===== src/rtl/bram_port_arbiter.sv =====
// Purpose: shares one frame-BRAM port between display reads (priority) and a frame-update writer.
// Latency: grant -> BRAM port 1 cycle; read grant -> DISP_RVALID/DISP_RDATA 2+RD_LAT cycles.
// Backpressure: requesters hold REQ/address/data until GNT; a granted slot cannot be refused.
// Build option: define BRAM_ARB_STARVE_GUARD_EN to add the writer wait counter and forced write slot.
module bram_port_arbiter #(
   parameter int AW       = 17,
   parameter int DW       = 24,
   parameter int RD_LAT   = 1,
   parameter int MAX_WAIT = 15
) (
   input  logic          CLK,
   input  logic          RESET,
   input  logic          DISP_REQ,
   input  logic [AW-1:0] DISP_ADDR,
   output logic          DISP_GNT,
   output logic [DW-1:0] DISP_RDATA,
   output logic          DISP_RVALID,
   input  logic          WR_REQ,
   input  logic [AW-1:0] WR_ADDR,
   input  logic [DW-1:0] WR_DATA,
   output logic          WR_GNT,
   output logic          BRAM_EN,
   output logic          BRAM_WE,
   output logic [AW-1:0] BRAM_ADDR,
   output logic [DW-1:0] BRAM_WDATA,
   input  logic [DW-1:0] BRAM_RDATA,
   output logic [1:0]    OWNER
);

   localparam logic [1:0] OWN_IDLE = 2'd0;
   localparam logic [1:0] OWN_DISP = 2'd1;
   localparam logic [1:0] OWN_WR   = 2'd2;

   // Out-of-range parameters elaborate this marker block so they stand out in the hierarchy.
   if (RD_LAT < 1 || RD_LAT > 4 || MAX_WAIT < 1) begin : g_illegal_config
   end

   logic          force_wr;
   logic          disp_gnt;
   logic          wr_gnt;

   logic          bram_en_q,    bram_en_d;
   logic          bram_we_q,    bram_we_d;
   logic [AW-1:0] bram_addr_q,  bram_addr_d;
   logic [DW-1:0] bram_wdata_q, bram_wdata_d;
   logic [1:0]    owner_q,      owner_d;
   logic [RD_LAT:0] rd_pipe_q,  rd_pipe_d;
   logic          disp_rvalid_q, disp_rvalid_d;
   logic [DW-1:0] disp_rdata_q,  disp_rdata_d;

`ifdef BRAM_ARB_STARVE_GUARD_EN
   localparam int WCW = $clog2(MAX_WAIT + 1);
   logic [WCW-1:0] wait_cnt_q, wait_cnt_d;

   // Writer wait counter: counts contested cycles, cleared when the writer is served or idle.
   always_comb begin
      wait_cnt_d = wait_cnt_q;
      if (!WR_REQ || wr_gnt) begin
         wait_cnt_d = '0;
      end else if (wait_cnt_q != WCW'(MAX_WAIT)) begin
         wait_cnt_d = wait_cnt_q + WCW'(1);
      end
   end

   // Wait counter register.
   always_ff @(posedge CLK) begin
      if (RESET) begin
         wait_cnt_q <= '0;
      end else begin
         wait_cnt_q <= wait_cnt_d;
      end
   end
`endif

   // Grant decision: display wins unless the starvation guard forces a write slot.
   // Grants are held off during reset so no request is accepted and then discarded.
   always_comb begin
      force_wr = 1'b0;
`ifdef BRAM_ARB_STARVE_GUARD_EN
      force_wr = WR_REQ && (wait_cnt_q == WCW'(MAX_WAIT));
`endif
      disp_gnt = !RESET && DISP_REQ && !force_wr;
      wr_gnt   = !RESET && WR_REQ && (!DISP_REQ || force_wr);
   end

   // Next BRAM port state and read-return tracking from this cycle's grant.
   always_comb begin
      bram_en_d    = 1'b0;
      bram_we_d    = 1'b0;
      bram_addr_d  = bram_addr_q;
      bram_wdata_d = bram_wdata_q;
      owner_d      = OWN_IDLE;
      if (disp_gnt) begin
         bram_en_d   = 1'b1;
         bram_addr_d = DISP_ADDR;
         owner_d     = OWN_DISP;
      end else if (wr_gnt) begin
         bram_en_d    = 1'b1;
         bram_we_d    = 1'b1;
         bram_addr_d  = WR_ADDR;
         bram_wdata_d = WR_DATA;
         owner_d      = OWN_WR;
      end
      // Bit k is set k+1 cycles after a read grant; the top bit lines up with valid BRAM_RDATA.
      rd_pipe_d     = {rd_pipe_q[RD_LAT-1:0], disp_gnt};
      disp_rvalid_d = rd_pipe_q[RD_LAT];
      disp_rdata_d  = rd_pipe_q[RD_LAT] ? BRAM_RDATA : disp_rdata_q;
   end

   // Port, owner and return registers; reset flushes in-flight reads.
   always_ff @(posedge CLK) begin
      if (RESET) begin
         bram_en_q     <= 1'b0;
         bram_we_q     <= 1'b0;
         bram_addr_q   <= '0;
         bram_wdata_q  <= '0;
         owner_q       <= OWN_IDLE;
         rd_pipe_q     <= '0;
         disp_rvalid_q <= 1'b0;
         disp_rdata_q  <= '0;
      end else begin
         bram_en_q     <= bram_en_d;
         bram_we_q     <= bram_we_d;
         bram_addr_q   <= bram_addr_d;
         bram_wdata_q  <= bram_wdata_d;
         owner_q       <= owner_d;
         rd_pipe_q     <= rd_pipe_d;
         disp_rvalid_q <= disp_rvalid_d;
         disp_rdata_q  <= disp_rdata_d;
      end
   end

   assign DISP_GNT    = disp_gnt;
   assign WR_GNT      = wr_gnt;
   assign BRAM_EN     = bram_en_q;
   assign BRAM_WE     = bram_we_q;
   assign BRAM_ADDR   = bram_addr_q;
   assign BRAM_WDATA  = bram_wdata_q;
   assign OWNER       = owner_q;
   assign DISP_RVALID = disp_rvalid_q;
   assign DISP_RDATA  = disp_rdata_q;

endmodule


===== config.mk =====
export PLATFORM = sky130hd
export DESIGN_NAME = bram_port_arbiter
export DESIGN_NICKNAME = d
export VERILOG_FILES = /design/src/rtl/bram_port_arbiter.sv
export SDC_FILE = /design/constraint.sdc
export NUM_CORES = 1
export LEC_CHECK = 0
export ABC_AREA = 1
export BUFFER_PORTS_ARGS = -buffer_cell sky130_fd_sc_hd__buf_2
export CELL_PAD_IN_SITES_DETAIL_PLACEMENT = 0
export CELL_PAD_IN_SITES_GLOBAL_PLACEMENT = 1
export CORE_ASPECT_RATIO = 0.7
export CORE_MARGIN = 10
export CORE_UTILIZATION = 29
export CTS_CLUSTER_DIAMETER = 40
export DETAILED_ROUTE_END_ITERATION = 10
export PLACE_DENSITY_LB_ADDON = 0.1
export SYNTH_ARGS = -nofsm -noshare
export SYNTH_HDL_FRONTEND = slang
export SYNTH_SLANG_ARGS = --single-unit

===== constraint.sdc =====
create_clock -name CLK -period 1.3 [get_ports CLK]
set_input_delay 0.13 -clock CLK [delete_from_list [all_inputs] [get_ports CLK]]
set_output_delay 0.13 -clock CLK [all_outputs]
set_load 0.02 [all_outputs]

==> results.yml <==
routing:
  via_per_inst: 4.270
  drcViolationCount: 0
  first_pass_iters: 4
  route.vias.total: 2895
  wl_per_cell_um: 14.15
  routed_wl_mm: 9.595
  first_iter_violations: 136
  antenna_left: 0
cells_and_area:
  syn2layout_area_growth_pct: 50.70
  fin_nets: 633
  drive_gt1_share_pct: 34.30
  fin_util_pct: 45.35
  fillerInstances: 980
critical_path:
  cp.arrival_ns: 1.34
  required_ns: 1.52
  critPathLaunchType: "flop"
  cpMostUsedCell: "nor2_1"
  max_stage_delay_ns: 0.52
  path_cells: "inv_2 > nor2_1 > nor2_1"
  critPathBufInv: 1
  cp_slowest_cell: "dfxtp_1"
  crit_family: "flip-flops"
  crit_type: "flop to flop"
  path_max_fanout: 25
  cp-end-kind: "flop"
power_and_ir_drop:
  switchingPower_mw: 1.413
  vdd_drop_max_uv: 653.0
  seq_power_share_pct: 43.2
  power_frac_clock_pct: 40.6
  power_density_nw_per_um2: 1312
  switching_share_pct: 25.96
  pwr-share-comb_pct: 16.2
  p_leak_nw: 2.310
  p_int_mw: 4.029
sta:
  clock.fmax_ghz: 0.8928
  tightest_slew_ns: 0.4255
  setup_slack_ns: 0.1800
  finalClockSkew_ns: 0.002888
  hold_violations: 0
  slew_headroom_pct: 71.59
  setup_viol: 0
  setup_tns_ns: 0
  fin_crit_ns: 1.120
  finalCritPeriodShare_pct: 86.16
  rsz0062_at_grt: "no"
  slew_viol_final: 0
clocking:
  clk_pin_slew_ns: 0.05
  cts_max_level: 3
  cts_root_buf: "clkbuf_16"
  cts_resized: 0
  cts_inserted_buffers: 9
  tritoncts: "done"
  clk_path_buf_depth: 2
  insertion_delay_ns: 0.32
  clock-sinks: 70
  post-cts-setup-buffers: 0
yosys:
  synth_top_area_share_pct: 50.93
  ys_ff_latch: 70
  synth_xor_area_share_pct: 0
  synth-compound-area-share_pct: 4.366
  syn_area_um2: 2751
  synth_common_cells: "nand2_1, nor2_1, dfxtp_1"
  syn-num-nets: 458
  synth_edf_count: 0
  synth_mux_area_share_pct: 0
  yosys.cell_count.top_type: "nand2_1"
  ys_seq_area_share_pct: 50.93
  yosys.area_share.simple_pct: 37.47
  async_reset_ff_share_pct: 0
  netlist_instances: 372
  synth_top_area_cell: "dfxtp_1"
  synth_top_family_by_area: "simple AND/OR/NAND/NOR gates"
  synth_flop_cell: "dfxtp_1"
  synth_fa_ha_area_share_pct: 0
  syn_avg_cell_area_um2: 7.396
  yosysWarnings: 0
  yosys-top-cells-area: "dfxtp_1, nand2_1, nor2_1"
  ys_types: 16
global_route:
  grt_pass1_vias: 2923
  grt_usage_pct: 13.68
  grt_max_degree: 37
  grt_antenna_before_repair: 3
  overflow: 0
  grt_pass1_wl_mm: 15.08
die:
  start_util_pct: 30.09
  die_h_um: 101.5
  dieArea_um2: 13850
  core-area_um2: 9144
  rows: 29
  die_x_um: 136.4
  boundaryPins: 158
place:
  place_congestion: 0.7199
  dp_slack_ns: 0.1700
  port_buffers: 157
  hpwl_mm: 7.245
flow_run:
  maxCapViolCount: 0
worst_hold_path:
  hp-class: "primary input to flop"
status:
  status: "completed"
stage by stage:
step                      instance area [um2]  hold WS, ns  power (mW)  cells
after floorplan                          2751       0.2012       2.871    372
after global placement                   3670       0.3242       3.239    640
after detailed placement                 3670       0.3317       3.248    640
after CTS                                4139     0.001128       5.549    675
after global routing                     4139      0.02402       5.736    675
final                                    4146      0.01457       5.442    678
routing by layer:
layer	share of wire, %	vias to the layer above	global-route usage [%]
met5	0.073	-	0
met4	1.4	2	4.245
met3	11	14	7.418
met2	43	98	20.90
met1	44	1256	16.22
li1	-	1525	-
area by class of cell:
cell class	count	area [um2]	area share (%)
antenna	3	7.507	0.1810
clock buffer	14	264.0	6.367
clock inverter	1	5.005	0.1207
inverter	17	68.82	1.660
multi-input combinational	261	1151	27.76
sequential	70	1401	33.80
tap	124	155.1	3.742
timing repair buffer	188	1094	26.37
power by group through the flow:
stage / sequential [mW] / combinational, mW / clock [mW]
2_1_floorplan: 2.55 / 0.316 / 0
3_3_place_gp: 2.39 / 0.847 / 0
3_5_place_dp: 2.39 / 0.854 / 0
4_1_cts: 2.35 / 0.902 / 2.30
5_1_grt: 2.37 / 0.980 / 2.39
6_report: 2.35 / 0.882 / 2.21
cell usage in the layout, fill, tap and decap left out, drive strengths merged:
cell         count
clkbuf          14
nand3b          13
dlygate4sd3     20
o21ai           24
nand3           46
nor2            76
diode            3
inv             17
dfxtp           70
nand2          102
clkinv           1
buf            168
flip-flops by register name, indices dropped and copies added, names as in the netlist:
name	count
DISP_RVALID	1
BRAM_WE	1
DISP_RDATA	24
rd_pipe_q	2
BRAM_WDATA	24
BRAM_ADDR	17
BRAM_EN	1
worst reg2reg max path: cells and delay by family, from the launching register on:
family,cells,cell delay (ns)
and+or+nand+nor,2,0.22
buffers and inverters,1,0.27
DFF,1,0.52
timing repair:
action,4_1_cts,5_1_grt
hold endpoints to repair,20,0
setup endpoints to repair,0,0
hold buffers,20,0
cells by family after synthesis:
logic type,after synthesis
buffers and inverters,41
AOI/OAI and AO/OA,24
DFF,70
and+or+nand+nor,237
path summary, 6_finish.rpt:
check | cells past startpoint | slack [ns] | end | start
setup / recovery | 3 | 0.18 | DISP_RDATA[12] | rd_pipe_q[1]
hold / removal | 3 | 0.01 | BRAM_WDATA[12] | WR_DATA[12]
setup reg to reg | 3 | 0.18 | DISP_RDATA[12] | rd_pipe_q[1]
hold reg to reg | 2 | 0.45 | rd_pipe_q[1] | rd_pipe_q[0]
Power figures use the tool's default switching activity.
